File: config.mk
export PLATFORM = sky130hd
export DESIGN_NAME = mem_seq
export DESIGN_NICKNAME = d
export VERILOG_FILES = /design/src/rtl/mem_seq_pkg.sv /design/src/rtl/mem_seq.sv
export SDC_FILE = /design/constraint.sdc
export NUM_CORES = 1
export LEC_CHECK = 0
export BUFFER_PORTS_ARGS = -buffer_cell sky130_fd_sc_hd__buf_2
export CAP_MARGIN = 10
export CORE_UTILIZATION = 45
export DETAILED_ROUTE_END_ITERATION = 8
export PLACE_DENSITY_LB_ADDON = 0.05
export SLEW_MARGIN = 40
export SYNTH_ARGS = -nofsm -noshare
export SYNTH_HDL_FRONTEND = slang
export SYNTH_SLANG_ARGS = --single-unit
File: constraint.sdc
create_clock -name clk -period 2.52 [get_ports clk]
set_input_delay 0.252 -clock clk [delete_from_list [all_inputs] [get_ports clk]]
set_output_delay 0.252 -clock clk [all_outputs]
set_load 0.01 [all_outputs]
File: src/rtl/mem_seq_pkg.sv
// rtl/mem_seq_pkg.sv - op codes, widths and FSM states for the memory sequencer
// Pair states are only present when MEM_SEQ_PAIR_EN is defined.
package mem_seq_pkg;

  localparam int WADDR_W = 15;
  localparam int DATA_W  = 16;
  localparam int REG_W   = 4;

  typedef enum logic [1:0] {
    OP_LD  = 2'b00,
    OP_ST  = 2'b01,
    OP_LDP = 2'b10,
    OP_STP = 2'b11
  } op_t;

`ifdef MEM_SEQ_PAIR_EN
  typedef enum logic [2:0] {
    S_IDLE, S_RD0, S_RD1, S_RDW, S_WR0, S_WR1
  } state_t;
`else
  typedef enum logic [2:0] {
    S_IDLE, S_RD0, S_RDW, S_WR0
  } state_t;
`endif

  function automatic logic is_store(input op_t op);
    return (op == OP_ST) || (op == OP_STP);
  endfunction

  function automatic logic is_pair(input op_t op);
    return (op == OP_LDP) || (op == OP_STP);
  endfunction

endpackage

File: src/rtl/mem_seq.sv
// rtl/mem_seq.sv - load/store sequencer between execute stage and a 1-cycle-latency RAM
// MEM_SEQ_PAIR_EN enables ldp/stp; without it pair ops pulse err and are dropped.
module mem_seq
  import mem_seq_pkg::*;
(
  input  logic               clk,
  input  logic               rst_n,
  input  logic               req_valid,
  output logic               req_ready,
  input  logic [1:0]         req_op,
  input  logic [15:0]        req_addr,
  input  logic [DATA_W-1:0]  req_wdata0,
  input  logic [DATA_W-1:0]  req_wdata1,
  input  logic [REG_W-1:0]   req_rt,
  input  logic               flush,
  output logic [WADDR_W-1:0] mem_raddr,
  input  logic [DATA_W-1:0]  mem_rdata,
  output logic               mem_wen,
  output logic [WADDR_W-1:0] mem_waddr,
  output logic [DATA_W-1:0]  mem_wdata,
  output logic               wb_valid,
  output logic [REG_W-1:0]   wb_addr,
  output logic [DATA_W-1:0]  wb_data,
  output logic               stall,
  output logic               err
);

  state_t             state, state_nx;
  op_t                op;
  logic               accept;
  logic [WADDR_W-1:0] a_q;
  logic [DATA_W-1:0]  wd0_q;
  logic [REG_W-1:0]   rt_q;
  logic [REG_W-1:0]   rt_inc;
  logic               pair_q;
  logic               unused_bits;

`ifdef MEM_SEQ_PAIR_EN
  logic [DATA_W-1:0]  wd1_q;
  logic [WADDR_W-1:0] a_inc;
  assign a_inc       = a_q + 15'd1;
  assign unused_bits = req_addr[0];
`else
  assign unused_bits = ^{req_addr[0], req_wdata1};
`endif

  assign op        = op_t'(req_op);
  assign req_ready = (state == S_IDLE);
  assign accept    = req_valid & req_ready & ~flush;
  assign rt_inc    = rt_q + 4'd1;
  // stall covers the accept cycle too, so execute holds until the last busy cycle
  assign stall     = (state_nx != S_IDLE) | (req_valid & ~req_ready);

  always_ff @(posedge clk or negedge rst_n) begin
    if (!rst_n) begin
      state  <= S_IDLE;
      a_q    <= '0;
      wd0_q  <= '0;
      rt_q   <= '0;
      pair_q <= 1'b0;
`ifdef MEM_SEQ_PAIR_EN
      wd1_q  <= '0;
`endif
    end else begin
      state <= state_nx;
      if (accept) begin
        a_q    <= req_addr[15:1];
        wd0_q  <= req_wdata0;
        rt_q   <= req_rt;
        pair_q <= is_pair(op);
`ifdef MEM_SEQ_PAIR_EN
        wd1_q  <= req_wdata1;
`endif
      end
    end
  end

  always_comb begin
    state_nx  = state;
    mem_raddr = '0;
    mem_wen   = 1'b0;
    mem_waddr = '0;
    mem_wdata = '0;
    wb_valid  = 1'b0;
    wb_addr   = '0;
    wb_data   = '0;
    err       = 1'b0;
    case (state)
      S_IDLE: begin
        if (accept) state_nx = is_store(op) ? S_WR0 : S_RD0;
      end
      S_RD0: begin
`ifdef MEM_SEQ_PAIR_EN
        mem_raddr = a_q;
        state_nx  = pair_q ? S_RD1 : S_RDW;
`else
        if (pair_q) begin
          err      = 1'b1;
          state_nx = S_IDLE;
        end else begin
          mem_raddr = a_q;
          state_nx  = S_RDW;
        end
`endif
      end
`ifdef MEM_SEQ_PAIR_EN
      S_RD1: begin
        mem_raddr = a_inc;
        wb_valid  = 1'b1;
        wb_addr   = rt_q;
        wb_data   = mem_rdata;
        state_nx  = S_RDW;
      end
`endif
      S_RDW: begin
        wb_valid = 1'b1;
        wb_addr  = pair_q ? rt_inc : rt_q;
        wb_data  = mem_rdata;
        state_nx = S_IDLE;
      end
      S_WR0: begin
`ifdef MEM_SEQ_PAIR_EN
        mem_wen   = 1'b1;
        mem_waddr = a_q;
        mem_wdata = wd0_q;
        state_nx  = pair_q ? S_WR1 : S_IDLE;
`else
        state_nx = S_IDLE;
        if (pair_q) begin
          err = 1'b1;
        end else begin
          mem_wen   = 1'b1;
          mem_waddr = a_q;
          mem_wdata = wd0_q;
        end
`endif
      end
`ifdef MEM_SEQ_PAIR_EN
      S_WR1: begin
        mem_wen   = 1'b1;
        mem_waddr = a_inc;
        mem_wdata = wd1_q;
        state_nx  = S_IDLE;
      end
`endif
      default: state_nx = S_IDLE;
    endcase
  end

endmodule

After elaboration in Yosys (flattened, before gate mapping)
Index checks and enable logic that the tools add are counted.
Widths: inputs -> output; s select.
{ "totals": {"reg_bits": 39, "output_inout_bits": 71, "elab_cells": 40} }
{ "op_classes": {"n_addsub": 1, "eq_ne": 6, "muxes": 17, "bitwise": 6, "n_reduce_logical": 5} }
{ "op_table": {"columns": ["cell", "count"], "rows": [
  ["$mux 16", 3],
  ["$mux 15", 3],
  ["$mux 4", 2],
  ["$eq 3x2->1 const B", 2],
  ["$pmux 3 s2", 1],
  ["$mux 1", 5],
  ["$add 4x1->4 const B", 1],
  ["$eq 2x2->1 const B", 2],
  ["$mux 2", 2],
  ["$and 1x1->1", 3],
  ["$eq 3x1->1 const B", 1],
  ["$logic_not 3->1", 1],
  ["$mux 3", 1],
  ["$reduce_bool 3->1", 1],
  ["$eq 2x1->1 const B", 1],
  ["$logic_or 1x1->1", 2],
  ["$not 1->1", 2],
  ["$reduce_or 2->1", 1],
  ["$or 1x1->1", 1]
]} }

Logic depth before layout (Yosys ltp)
Gate-level depths: netlist of the first run.
{ "logic_depth": {"ltp_word": 7, "depth_mapped": 5} }

Worst setup path after synthesis of the first run
Ideal clock, no wire load.
{ "synth_timing": {"path_kind": "flip-flop to flip-flop", "start": "register state[0]", "end": "register a_q[0]", "setup_time_ps": 125, "arrival_time_ps": 1491, "t_required_ps": 2395, "setup_slack_ps": 904, "path_stages_with_launch": 6, "n_path_buf": 2, "synth_period_minus_slack_ps": 1616, "cell_sequence": "dfrtp_1 > nor3_2 > and3b_4 > buf_12 > buf_12 > mux2_4"} }
{ "synth_between": {"elab_chain_cells": 3} }
{ "synth_lines": {"columns": ["item", "line", "source"], "rows": [
  ["from (decl)", "mem_seq.sv:28", "state_t state, state_nx;"],
  ["from (signal assigned)", "mem_seq.sv:65", "state <= state_nx;"],
  ["$logic_not 3->1", "mem_seq.sv:48", "assign req_ready = (state == S_IDLE);"],
  ["via req_ready", "mem_seq.sv:9", "output logic req_ready,"],
  ["$and 1x1->1 (2 in a row)", "mem_seq.sv:49", "assign accept = req_valid & req_ready & ~flush;"],
  ["to (signal assigned)", "mem_seq.sv:67", "a_q <= req_addr[15:1];"],
  ["to (decl)", "mem_seq.sv:31", "logic [WADDR_W-1:0] a_q;"]
]} }
The timed path passes the listed nets, and every way through them passes these cells.
A chain may end at the register's enable or synchronous reset.

Final worst setup path of the first run
{ "layout_timing": {"start": "register state[1]", "end": "output port mem_wdata[6]"} }
{ "layout_between": {"elab_chain_cells": 2} }
{ "layout_lines": {"columns": ["item", "line", "source"], "rows": [
  ["$eq 3x2->1", "mem_seq.sv:88", "case (state)"],
  ["$mux 16", "mem_seq.sv:88", null],
  ["to (decl)", "mem_seq.sv:20", "output logic [DATA_W-1:0] mem_wdata,"]
]} }
No other way between the ends.

==> results.md, run 1 <==
* Arrival @ worst endpoint at 1970 ps
* Async SR Flop Fraction at 1.00
* Most frequent cell after synthesis: and2_1
* Critical path class: reg -> out
* Top FF cell, synth: dfrtp_1
* Worst path bufs/invs at 1
* Share of layout cells above drive strength 1 at 0.594
* VDD IR max at 0.000360 V
* Cells on worst reg2reg path at 4
* Routed Antenna Nets at 0
* Tot GR Track Use at 0.176
* Setup TNS at 0 ps
* Mapped Cells at 172
* Number of global-route vias before repair at 1460
* Max-slew violation count at 0
* Share of the synthesized area in the top cell type at 0.460
* RSZ-0062 raised after global routing: no
* Drt first pass iters at 7
* Die area at 4990 µm²
* IO Pins at around 150
* Die height at roughly 70 µm
* Worst-Margin Slew at ~720 ps
* Gpl congestion at 0.678
* Synth area leaders: dfrtp_1 46%, mux2_4 14%, and2_1 14%
* Routed wire length per instance at 12.5 µm
* Starting density of the core at 0.477
* CP Launch Point: state[1]
* Final layout net count at between 300 and 400
* Slowest-stage cell, CP: and4bb_2
* Antenna Cells at 0
* Failing checks: design-rule violations
* Area of placed instances at 2750 µm²
* Max-cap violations at 0
* Synthesized cell area at roughly 2100 µm²
* Clock Latency Late Sink at between 200 and 300 ps
* RR Startpoint: state[1]
* Avg Cell Area, Syn at 12.3 µm²
* CTS Root Cell: clkbuf_8
* Vias per inst at 4.74
* Sequential area share after synthesis at 0.460
* PortBufs at 127
* Hold Path Origin: req_op[0]
* Worst path depth at 3
* Grt ovf at 0
* Power per cell area at 588 nW/µm²
* Layout Utilization at 0.646
* First-pass GRT wire length at 6.91 mm
* H-tree depth reported by CTS at 2
* FF+latch count, synth at 39
* Inserted Clock Buffers at 5
* Maximum clock insertion buffer count at 2
* Top cells by count, synth: 46 x and2_1, 39 x dfrtp_1, 20 x mux2_4
* Final period util at 0.881
* Crit path max fanout at 32
* Final Critical Period at 2220 ps
* Fin area at 2870 µm²
* Leakage at 0.00168 µW
* Outcome: finished, violations left
* Post-synth top area cell: dfrtp_1
* Initial antenna violation count at 0
* Top cell family by delay on the critical path: simple AND/OR/NAND/NOR gates
* Hold Crit Depth at 2
* Setup Buffers After CTS at 0
* Largest net degree at the start of global routing at 40
* Detailed Route Iter0 Violations at a little under 80
* Drt drc at 26
* CP required at 2270 ps
* Post-synth EDFFs at 0
* Area Overhead vs Synth at 35.4%
* Crit-path cells: and4bb_2 -> and2_1 -> buf_2
* Hpwl dp at 3.22 mm
* Cell variety after synth at 25
* Routed vias at 1658
* Synth warn at 0
* Relative slew slack at 0.519
* Core area at about 4400 µm²
* Clk slew on worst S/H paths at 80 ps
* CTS tree: done
* Worst Skew at around 5.4 ps
* CP startpoint kind: flip-flop
* Final setup fails at 0
* Detailed Route WL at 4.39 mm
* Crit-path max cell delay at around 670 ps
* Crit path capture type: output pin
* # clock sinks at 39
* Count of final hold-check violations at 0
* Row cnt at 24
* Highest clock rate at ~450 MHz
* Syn nets at 247
* Hold/Removal Path Class: in -> reg
* Die Wd at 70.7 µm
## registers in the layout (all words and copies together), names as in the netlist
| register | count |
|---|---|
| a_q | 15 |
| pair_q | 1 |
| rt_q | 4 |
| state | 3 |
| wd0_q | 16 |
## cells by family (layout without fill, tap and decap cells)
| group | after synthesis | after routing | synth area share |
|---|---|---|---|
| multiplexers | 37 | 37 | 0.231 |
| AO/OA/AOI/OAI | 2 | 2 | 0.00707 |
| other | 1 | 1 | 0.00177 |
| AND/OR/NAND/NOR | 76 | 76 | 0.232 |
| XOR/XNOR | 3 | 3 | 0.0124 |
| buffers and inverters | 13 | 139 | 0.0501 |
| flip-flops | 39 | 39 | 0.460 |
| adder cells (fa/ha/maj) | 1 | 1 | 0.00590 |
## per-stage QoR
stage / setup WS [ps] / hold slack, ps / total power [µW] / cells
after floorplan: 904 / -43.6 / 1080 / 172
after global placement: 499 / 406 / 1180 / 341
after detailed placement: 477 / 250 / 1190 / 341
after CTS: 271 / 157 / 1710 / 350
after global routing: 90.4 / 177 / 1780 / 350
final: 299 / 162 / 1690 / 350
## layout make-up
cell class	count	area [µm²]
multi-input combinational	120	1040
tap	52	65.1
inverter	1	3.75
clock inverter	3	43.8
sequential	39	976
fill	368	1570
clock buffer	5	68.8
timing repair buffer	130	676
## report_power, final
part,switching (µW),internal [µW],total [µW]
clock network,221,295,516
logic,98.9,219,318
registers,94.4,761,856
## repair_timing
action | in CTS | in global routing
hold endpoints to repair | 39 | 0
hold buffers | 1 | 0
resized for setup | 0 | 0
endpoints found under the setup margin | 0 | 0
## layer usage
metal,up-vias,track usage,wire [µm]
met3,5,0.0427,373
li1,819,-,-
met2,78,0.316,2210
met4,0,0.0467,32
met1,756,0.214,1770
met5,-,0,0
## path summary, 6_finish.rpt
path	endpoint	slack, ps
max	mem_wdata[6]	300
min	state[1]	160
max reg2reg	a_q[1]	490
min reg2reg	wd0_q[3]	500
max in group asynchronous	wd0_q[1]	1710
min in group asynchronous	a_q[0]	470
## cell usage in the layout, fill, tap and decap left out
cell type	Yosys	layout
mux2_4	20	20
clkbuf_8	0	5
clkinv_2	0	1
ha_1	1	1
mux2_2	16	16
nand2_1	3	3
inv_1	1	1
nor3_2	1	1
and4bb_2	1	1
a21o_1	2	2
nor2_1	5	5
and3_1	16	16
clkinv_4	0	1
and3b_4	1	1
mux2i_1	1	1
and3b_1	1	1
buf_4	1	2
bufinv_16	0	1
and2_1	46	46
buf_2	3	126
buf_12	3	1
conb_1	1	1
xor2_1	2	2
xnor2_1	1	1
dfrtp_1	39	39
nand4_1	1	1
dlygate4sd3_1	0	1
nor4b_4	1	1
Power figures use the tool's default switching activity.
==> inputs of run 2 (changes only) <==
--- a/config.mk
+++ b/config.mk
@@ -7,7 +7,7 @@
 export LEC_CHECK = 0
 export BUFFER_PORTS_ARGS = -buffer_cell sky130_fd_sc_hd__buf_2
 export CAP_MARGIN = 10
-export CORE_UTILIZATION = 45
+export CORE_UTILIZATION = 42
 export DETAILED_ROUTE_END_ITERATION = 8
 export PLACE_DENSITY_LB_ADDON = 0.05
 export SLEW_MARGIN = 40
==> constraint.sdc (replaced) <==
create_clock -name clk -period 2.1 [get_ports clk]
set_input_delay 0.21 -clock clk [delete_from_list [all_inputs] [get_ports clk]]
set_output_delay 0.21 -clock clk [all_outputs]
set_load 0.01 [all_outputs]
==> results.md, run 2 (same netlist as run 1, synthesis figures left out) <==
* Critical path class: reg -> out (unchanged)
* Hpwl dp at 3.56 mm (was 3.22 mm)
* Largest net degree at the start of global routing at 20 (was 40)
* # clock sinks at 39 (unchanged)
* Grt ovf at 0 (unchanged)
* Detailed Route Iter0 Violations at 32 (was 77)
* Final layout net count at 380 (was 372)
* Maximum clock insertion buffer count at 2 (unchanged)
* Antenna Cells at 0 (unchanged)
* Max FFs per register at 16 (unchanged)
* Internal power at 1410 µW (was 1270 µW)
* Initial antenna violation count at 0 (unchanged)
* Clk slew on worst S/H paths at 70 ps (was 80 ps)
* Worst Skew at 2.42 ps (was 5.41 ps)
* Final setup fails at 0 (unchanged)
* First-pass GRT wire length at 7.17 mm (was 6.91 mm)
* Fin area at 2920 µm² (was 2870 µm²)
* CP required at 1890 ps (was 2270 ps)
* Highest clock rate at 521 MHz
* VDD IR max at 0.000436 V (was 0.000360 V)
* Tot GR Track Use at 0.180 (was 0.176)
* Crit path capture type: output pin (unchanged)
* Drt first pass iters at 4 (was 7)
* CTS Hold Bufs at 1 (unchanged)
* Crit path max fanout at 19 (was 32)
* Setup Buffers After CTS at 0 (unchanged)
* Gpl congestion at 0.730 (was 0.678)
* IO Pins at 145 (unchanged)
* CP startpoint kind: flip-flop (unchanged)
* Final non-filler cell total at 371 (was 350)
* Routed vias at 1705 (was 1658)
* Routed wire length per instance at 12.5 µm (about the same)
* Most common cell after layout, fill and taps aside: buf_2 (unchanged)
* RSZ-0062 raised after global routing: no (unchanged)
* Number of global-route vias before repair at 1563 (was 1460)
* Sequential Power Share at 0.542 (was 0.507)
* PostCTS Resize Cnt at 0 (unchanged)
* Hold_ws at 131 ps (was 162 ps)
* Hold/Removal Path Class: in -> reg (unchanged)
* Share of layout cells above drive strength 1 at 0.599 (was 0.594)
* Final period util at 0.914
* Count of final hold-check violations at 0 (unchanged)
* Outcome: completed (was finished, violations left)
* Setup TNS at 0 ps (unchanged)
* Dpl cells at 364 (was 341)
* Detailed Route WL at 4.65 mm (was 4.39 mm)
* Starting density of the core at 0.443 (was 0.477)
* Switch Pwr at 462 µW (was 414 µW)
* Vias per inst at 4.60 (was 4.74)
* Area Overhead vs Synth at 37.7% (was 35.4%)
* Clock Latency Late Sink at 280 ps (was 290 ps)
* CTS Root Cell: clkbuf_8 (unchanged)
* Area of placed instances at 2840 µm² (was 2750 µm²)
* Power share of the clock group at 0.238 (was 0.305)
* Die height at 73.1 µm (was 70.7 µm)
* Biggest regs: wd0_q x16, a_q x15, rt_q x4 (unchanged)
* CTS tree: done (unchanged)
* Core area at 4790 µm² (was 4440 µm²)
* Final Critical Period at 1920 ps
* Largest Register: wd0_q (unchanged)
* Die Wd at 73.1 µm (was 70.7 µm)
* Drt drc at 0 (was 26)
* Max-slew violation count at 0 (unchanged)
* Power per cell area at 641 nW/µm² (was 588 nW/µm²)
* Arrival @ worst endpoint at 1710 ps (was 1970 ps)
* Layout Utilization at 0.610 (was 0.646)
* Sw Ratio at 0.247 (was 0.245)
* Routed Antenna Nets at 0 (unchanged)
* Inserted Clock Buffers at 5 (unchanged)
* H-tree depth reported by CTS at 2 (unchanged)
* Most frequent cells in the layout: 127 x buf_2, 46 x and2_1, 39 x dfrtp_1 (was 126 x buf_2, 46 x and2_1, 39 x dfrtp_1)
* Die area at 5340 µm² (was 4990 µm²)
* PortBufs at 127 (unchanged)
* Comb pwr share at 0.220 (was 0.188)
* Leakage at 0.00170 µW (was 0.00168 µW)
* Max-cap violations at 0 (unchanged)
* Row cnt at 25 (was 24)
==> run 2: cell count changes in the layout (fill, tap and decap cells not counted) <==
| cell | delta |
|---|---|
| bufinv_16 | -1 |
| buf_12 | +1 |
| buf_2 | +1 |
| clkinv_4 | -1 |
| clkbuf_1 | +1 |
| buf_4 | +6 |
| clkinv_2 | -1 |
==> run 2: worst paths after layout <==
path,start,depth (start not counted),end,slack (ps)
max in group asynchronous,rst_n,3,wd0_q[1],1260
worst min register to register,wd0_q[1],1,wd0_q[1],500
worst max-delay path,state[1],5,mem_wdata[8],180
worst min-delay path,req_op[0],2,state[1],130
worst max register to register,state[0],4,wd0_q[2],350
min in group asynchronous,rst_n,2,a_q[7],330
==> run 2: per-stage QoR <==
| stage | setup slack (ps) | total power, µW |
|---|---|---|
| floorplan | 484 | 1300 |
| global placement | 374 | 1430 |
| detailed placement | 345 | 1450 |
| CTS | 155 | 1910 |
| global route | 43.7 | 2000 |
| finish | 181 | 1870 |
==> run 2: power groups by stage <==
stage / Sequential [µW] / Clock, µW / Combinational [µW]
3_3_place_gp: 1020 / 0 / 405
2_1_floorplan: 993 / 0 / 305
6_report: 1010 / 445 / 413
4_1_cts: 1020 / 473 / 420
5_1_grt: 1040 / 501 / 454
3_5_place_dp: 1020 / 0 / 421
==> run 2: critical path, cell delays in order, from the launching register on <==
cell and delay, ps:
dfrtp_1 360, buf_4 200, and4bb_2 440, buf_12 180, and2_1 130, buf_2 130
==> run 2: cell type report <==
type / count / area [µm²]
flip-flops and latches: 39 / 976
inverters: 1 / 3.75
multi-input cells: 120 / 1040
clock buffers: 6 / 72.6
repair buffers: 138 / 746
well taps: 67 / 83.8
fillers: 426 / 1860
==> run 2: per-layer routing <==
metal,vias up,GRT usage,routed length [µm]
li1,834,-,-
met1,771,0.216,1960
met2,91,0.303,2170
met3,9,0.0594,430
met4,0,0.0610,90
met5,-,0,0
==> inputs of run 3 (changes only) <==
--- a/config.mk
+++ b/config.mk
@@ -5,12 +5,13 @@
 export SDC_FILE = /design/constraint.sdc
 export NUM_CORES = 1
 export LEC_CHECK = 0
+export ABC_AREA = 1
 export BUFFER_PORTS_ARGS = -buffer_cell sky130_fd_sc_hd__buf_2
 export CAP_MARGIN = 10
-export CORE_UTILIZATION = 42
+export CORE_UTILIZATION = 41
 export DETAILED_ROUTE_END_ITERATION = 8
 export PLACE_DENSITY_LB_ADDON = 0.05
-export SLEW_MARGIN = 40
+export SLEW_MARGIN = 25
 export SYNTH_ARGS = -nofsm -noshare
 export SYNTH_HDL_FRONTEND = slang
 export SYNTH_SLANG_ARGS = --single-unit
==> results.md, run 3 <==
* Outcome: completed (unchanged)
* Leakage at 0.00190 µW (was 0.00170 µW)
* PortBufs at 127 (unchanged)
* Reg2reg setup slack at 640 ps (was 350 ps)
* Biggest regs: wd0_q x16, a_q x15, rt_q x4 (unchanged)
* CP required at 1890 ps (about the same)
* Most frequent cells in the layout: 127 x buf_2, 121 x nand2_1, 69 x nor2_1 (was 127 x buf_2, 46 x and2_1, 39 x dfrtp_1)
* Final layout net count at 512 (was 380)
* Detailed Route WL at 5.04 mm (was 4.65 mm)
* RSZ-0062 raised after global routing: no (unchanged)
* Arrival @ worst endpoint at 1660 ps (was 1710 ps)
* Final setup fails at 0 (unchanged)
* Synth area leaders: dfrtp_1 47%, nand2_1 22%, nor2_1 12% (was dfrtp_1 46%, mux2_4 14%, and2_1 14%)
* Mapped Cells at 310 (was 172)
* Max FFs per register at 16 (unchanged)
* CTS tree: done (unchanged)
* # clock sinks at 39 (unchanged)
* Tot GR Track Use at 0.190 (was 0.180)
* Die Wd at 73.2 µm (was 73.1 µm)
* Critical path class: reg -> out (unchanged)
* Crit path max fanout at 19 (unchanged)
* Cell variety after synth at 18 (was 25)
* Highest clock rate at 536 MHz (was 521 MHz)
* PostCTS Resize Cnt at 0 (unchanged)
* Number of global-route vias before repair at 1794 (was 1563)
* Max-cap violations at 0 (unchanged)
* Inserted Clock Buffers at 5 (unchanged)
* Setup slack after layout at 234 ps (was 181 ps)
* Starting density of the core at 0.434 (was 0.443)
* Routed Antenna Nets at 0 (unchanged)
* Power per cell area at 630 nW/µm² (was 641 nW/µm²)
* Maximum clock insertion buffer count at 2 (unchanged)
* Synth warn at 0 (unchanged)
* Reg2reg end: a_q[8] (was wd0_q[2])
* Async SR Flop Fraction at 1.00 (unchanged)
* VDD IR max at 0.000331 V (was 0.000436 V)
* Share of layout cells above drive strength 1 at 0.326 (was 0.599)
* Crit path capture type: output pin (unchanged)
* Max-slew violation count at 0 (unchanged)
* Top FF cell, synth: dfrtp_1 (unchanged)
* First-pass GRT wire length at 7.82 mm (was 7.17 mm)
* Hold_ws at 32.0 ps (was 131 ps)
* Share of the synthesized area in the top cell type at 0.470 (was 0.460)
* Drt drc at 0 (unchanged)
* Setup TNS at 0 ps (unchanged)
* Internal power at 1270 µW (was 1410 µW)
* Layout Utilization at 0.596 (was 0.610)
* Drt first pass iters at 4 (unchanged)
* Sequential Power Share at 0.544 (was 0.542)
* Die height at 73.2 µm (was 73.1 µm)
* Count of final hold-check violations at 0 (unchanged)
* H-tree depth reported by CTS at 2 (unchanged)
* Avg Cell Area, Syn at 6.70 µm² (was 12.3 µm²)
* Largest Register: wd0_q (unchanged)
* Relative slew slack at 0.425
* CTS Root Cell: clkbuf_8 (unchanged)
* Sequential area share after synthesis at 0.470 (was 0.460)
* Detailed Route Iter0 Violations at 96 (was 32)
* Synthesized cell area at 2080 µm² (was 2120 µm²)
* Post-synth EDFFs at 0 (unchanged)
* Sw Ratio at 0.295 (was 0.247)
* Hpwl dp at 3.77 mm (was 3.56 mm)
* Top cells by count, synth: 121 x nand2_1, 69 x nor2_1, 56 x inv_1 (was 46 x and2_1, 39 x dfrtp_1, 20 x mux2_4)
* Routed vias at 2117 (was 1705)
* Power share of the clock group at 0.263 (was 0.238)
* Core area at 4790 µm² (unchanged)
* Initial antenna violation count at 0 (unchanged)
* Vias per inst at 4.19 (was 4.60)
* IO Pins at 145 (unchanged)
* CTS Hold Bufs at 0 (was 1)
* Gpl congestion at 0.708 (was 0.730)
* Antenna Cells at 0 (unchanged)
* FF+latch count, synth at 39 (unchanged)
* Area Overhead vs Synth at 37.4% (was 37.7%)
* Final Critical Period at 1870 ps (was 1920 ps)
* Clock Latency Late Sink at 280 ps (about the same)
* Most common cell after layout, fill and taps aside: buf_2 (unchanged)
* Cells on worst reg2reg path at 6 (was 4)
* Final period util at 0.889 (was 0.914)
* Clk slew on worst S/H paths at 70 ps (about the same)
* Comb pwr share at 0.193 (was 0.220)
* Switch Pwr at 530 µW (was 462 µW)
* Worst-Margin Slew at 863 ps
* CP startpoint kind: flip-flop (unchanged)
* Hold/Removal Path Class: in -> async (was in -> reg)
* DP Worst Slack at 508 ps (was 345 ps)
* Post-synth top area cell: dfrtp_1 (unchanged)
* Worst Skew at 3.67 ps (was 2.42 ps)
* RR Startpoint: state[1] (was state[0])
* Routed wire length per instance at 9.97 µm (was 12.5 µm)
* Most frequent cell after synthesis: nand2_1 (was and2_1)
* Grt ovf at 0 (unchanged)
* Syn nets at 385 (was 247)
* Row cnt at 25 (unchanged)
* Setup Buffers After CTS at 0 (unchanged)
* Largest net degree at the start of global routing at 40 (was 20)
* Die area at 5350 µm² (was 5340 µm²)
==> run 3: cell count changes after synthesis, sizes merged, moves of 5 or more <==
cell,delta
mux2,-36
and2,-46
and3,-16
inv,+55
nand2,+119
nor2,+66
buf,+5
clkbuf,-5
==> run 3: final cells by class <==
class	count	area, µm²
clock buffers	7	76.3
clock inverters	1	5.00
fillers	486	1930
inverters	56	210
multi-input cells	203	815
flip-flops and latches	39	976
well taps	67	83.8
repair buffers	132	686
==> run 3: logic make-up (layout without fill, tap and decap cells) <==
group | after synthesis | in the layout | synth area share
other | 1 | 1 | 0.00181
AO/OA/AOI/OAI | 2 | 2 | 0.00482
flip-flops | 39 | 39 | 0.470
AND/OR/NAND/NOR | 199 | 199 | 0.380
adder cells (fa/ha/maj) | 1 | 1 | 0.00603
buffers and inverters | 68 | 196 | 0.137
==> run 3: worst max path at each step <==
stage | startpoint | to | slack, ps | cells past startpoint
after CTS | state[0] | wb_addr[2] | 190 | 6
after floorplan | state[1] | mem_raddr[0] | 760 | 6
after global placement | state[0] | wb_addr[2] | 520 | 6
after detailed placement | state[0] | wb_addr[2] | 510 | 6
after global routing | state[0] | wb_addr[2] | 30 | 6
final | state[0] | wb_addr[2] | 230 | 6
==> run 3: stage by stage <==
step / instances / area [µm²] / power [µW]
6_report: 505 / 2850 / 1800
4_1_cts: 505 / 2850 / 1830
2_1_floorplan: 310 / 2080 / 1200
3_3_place_gp: 497 / 2770 / 1330
5_1_grt: 505 / 2850 / 1930
3_5_place_dp: 497 / 2770 / 1350
==> run 3: metal layers <==
metal	vias to the layer above	share of wire	wire [µm]	global-route usage
met3	5	0.083	416	0.0539
met4	0	0.0095	48	0.0588
met1	904	0.41	2090	0.221
met2	82	0.49	2490	0.335
li1	1126	-	-	-
met5	-	0	0	0
==> run 3: critical path, stage by stage (launching register included) <==
cell	delay (ps)
dfrtp_1	390
inv_1	150
nand3_2	300
inv_1	200
nand2_1	70
nor2_1	110
buf_2	150
==> run 3: power by group through the flow <==
stage / clock, µW / sequential [µW] / combinational [µW]
after global routing: 525 / 995 / 411
after global placement: 0 / 985 / 341
after detailed placement: 0 / 991 / 355
final: 473 / 977 / 348
after floorplan: 0 / 969 / 234
after CTS: 494 / 978 / 356
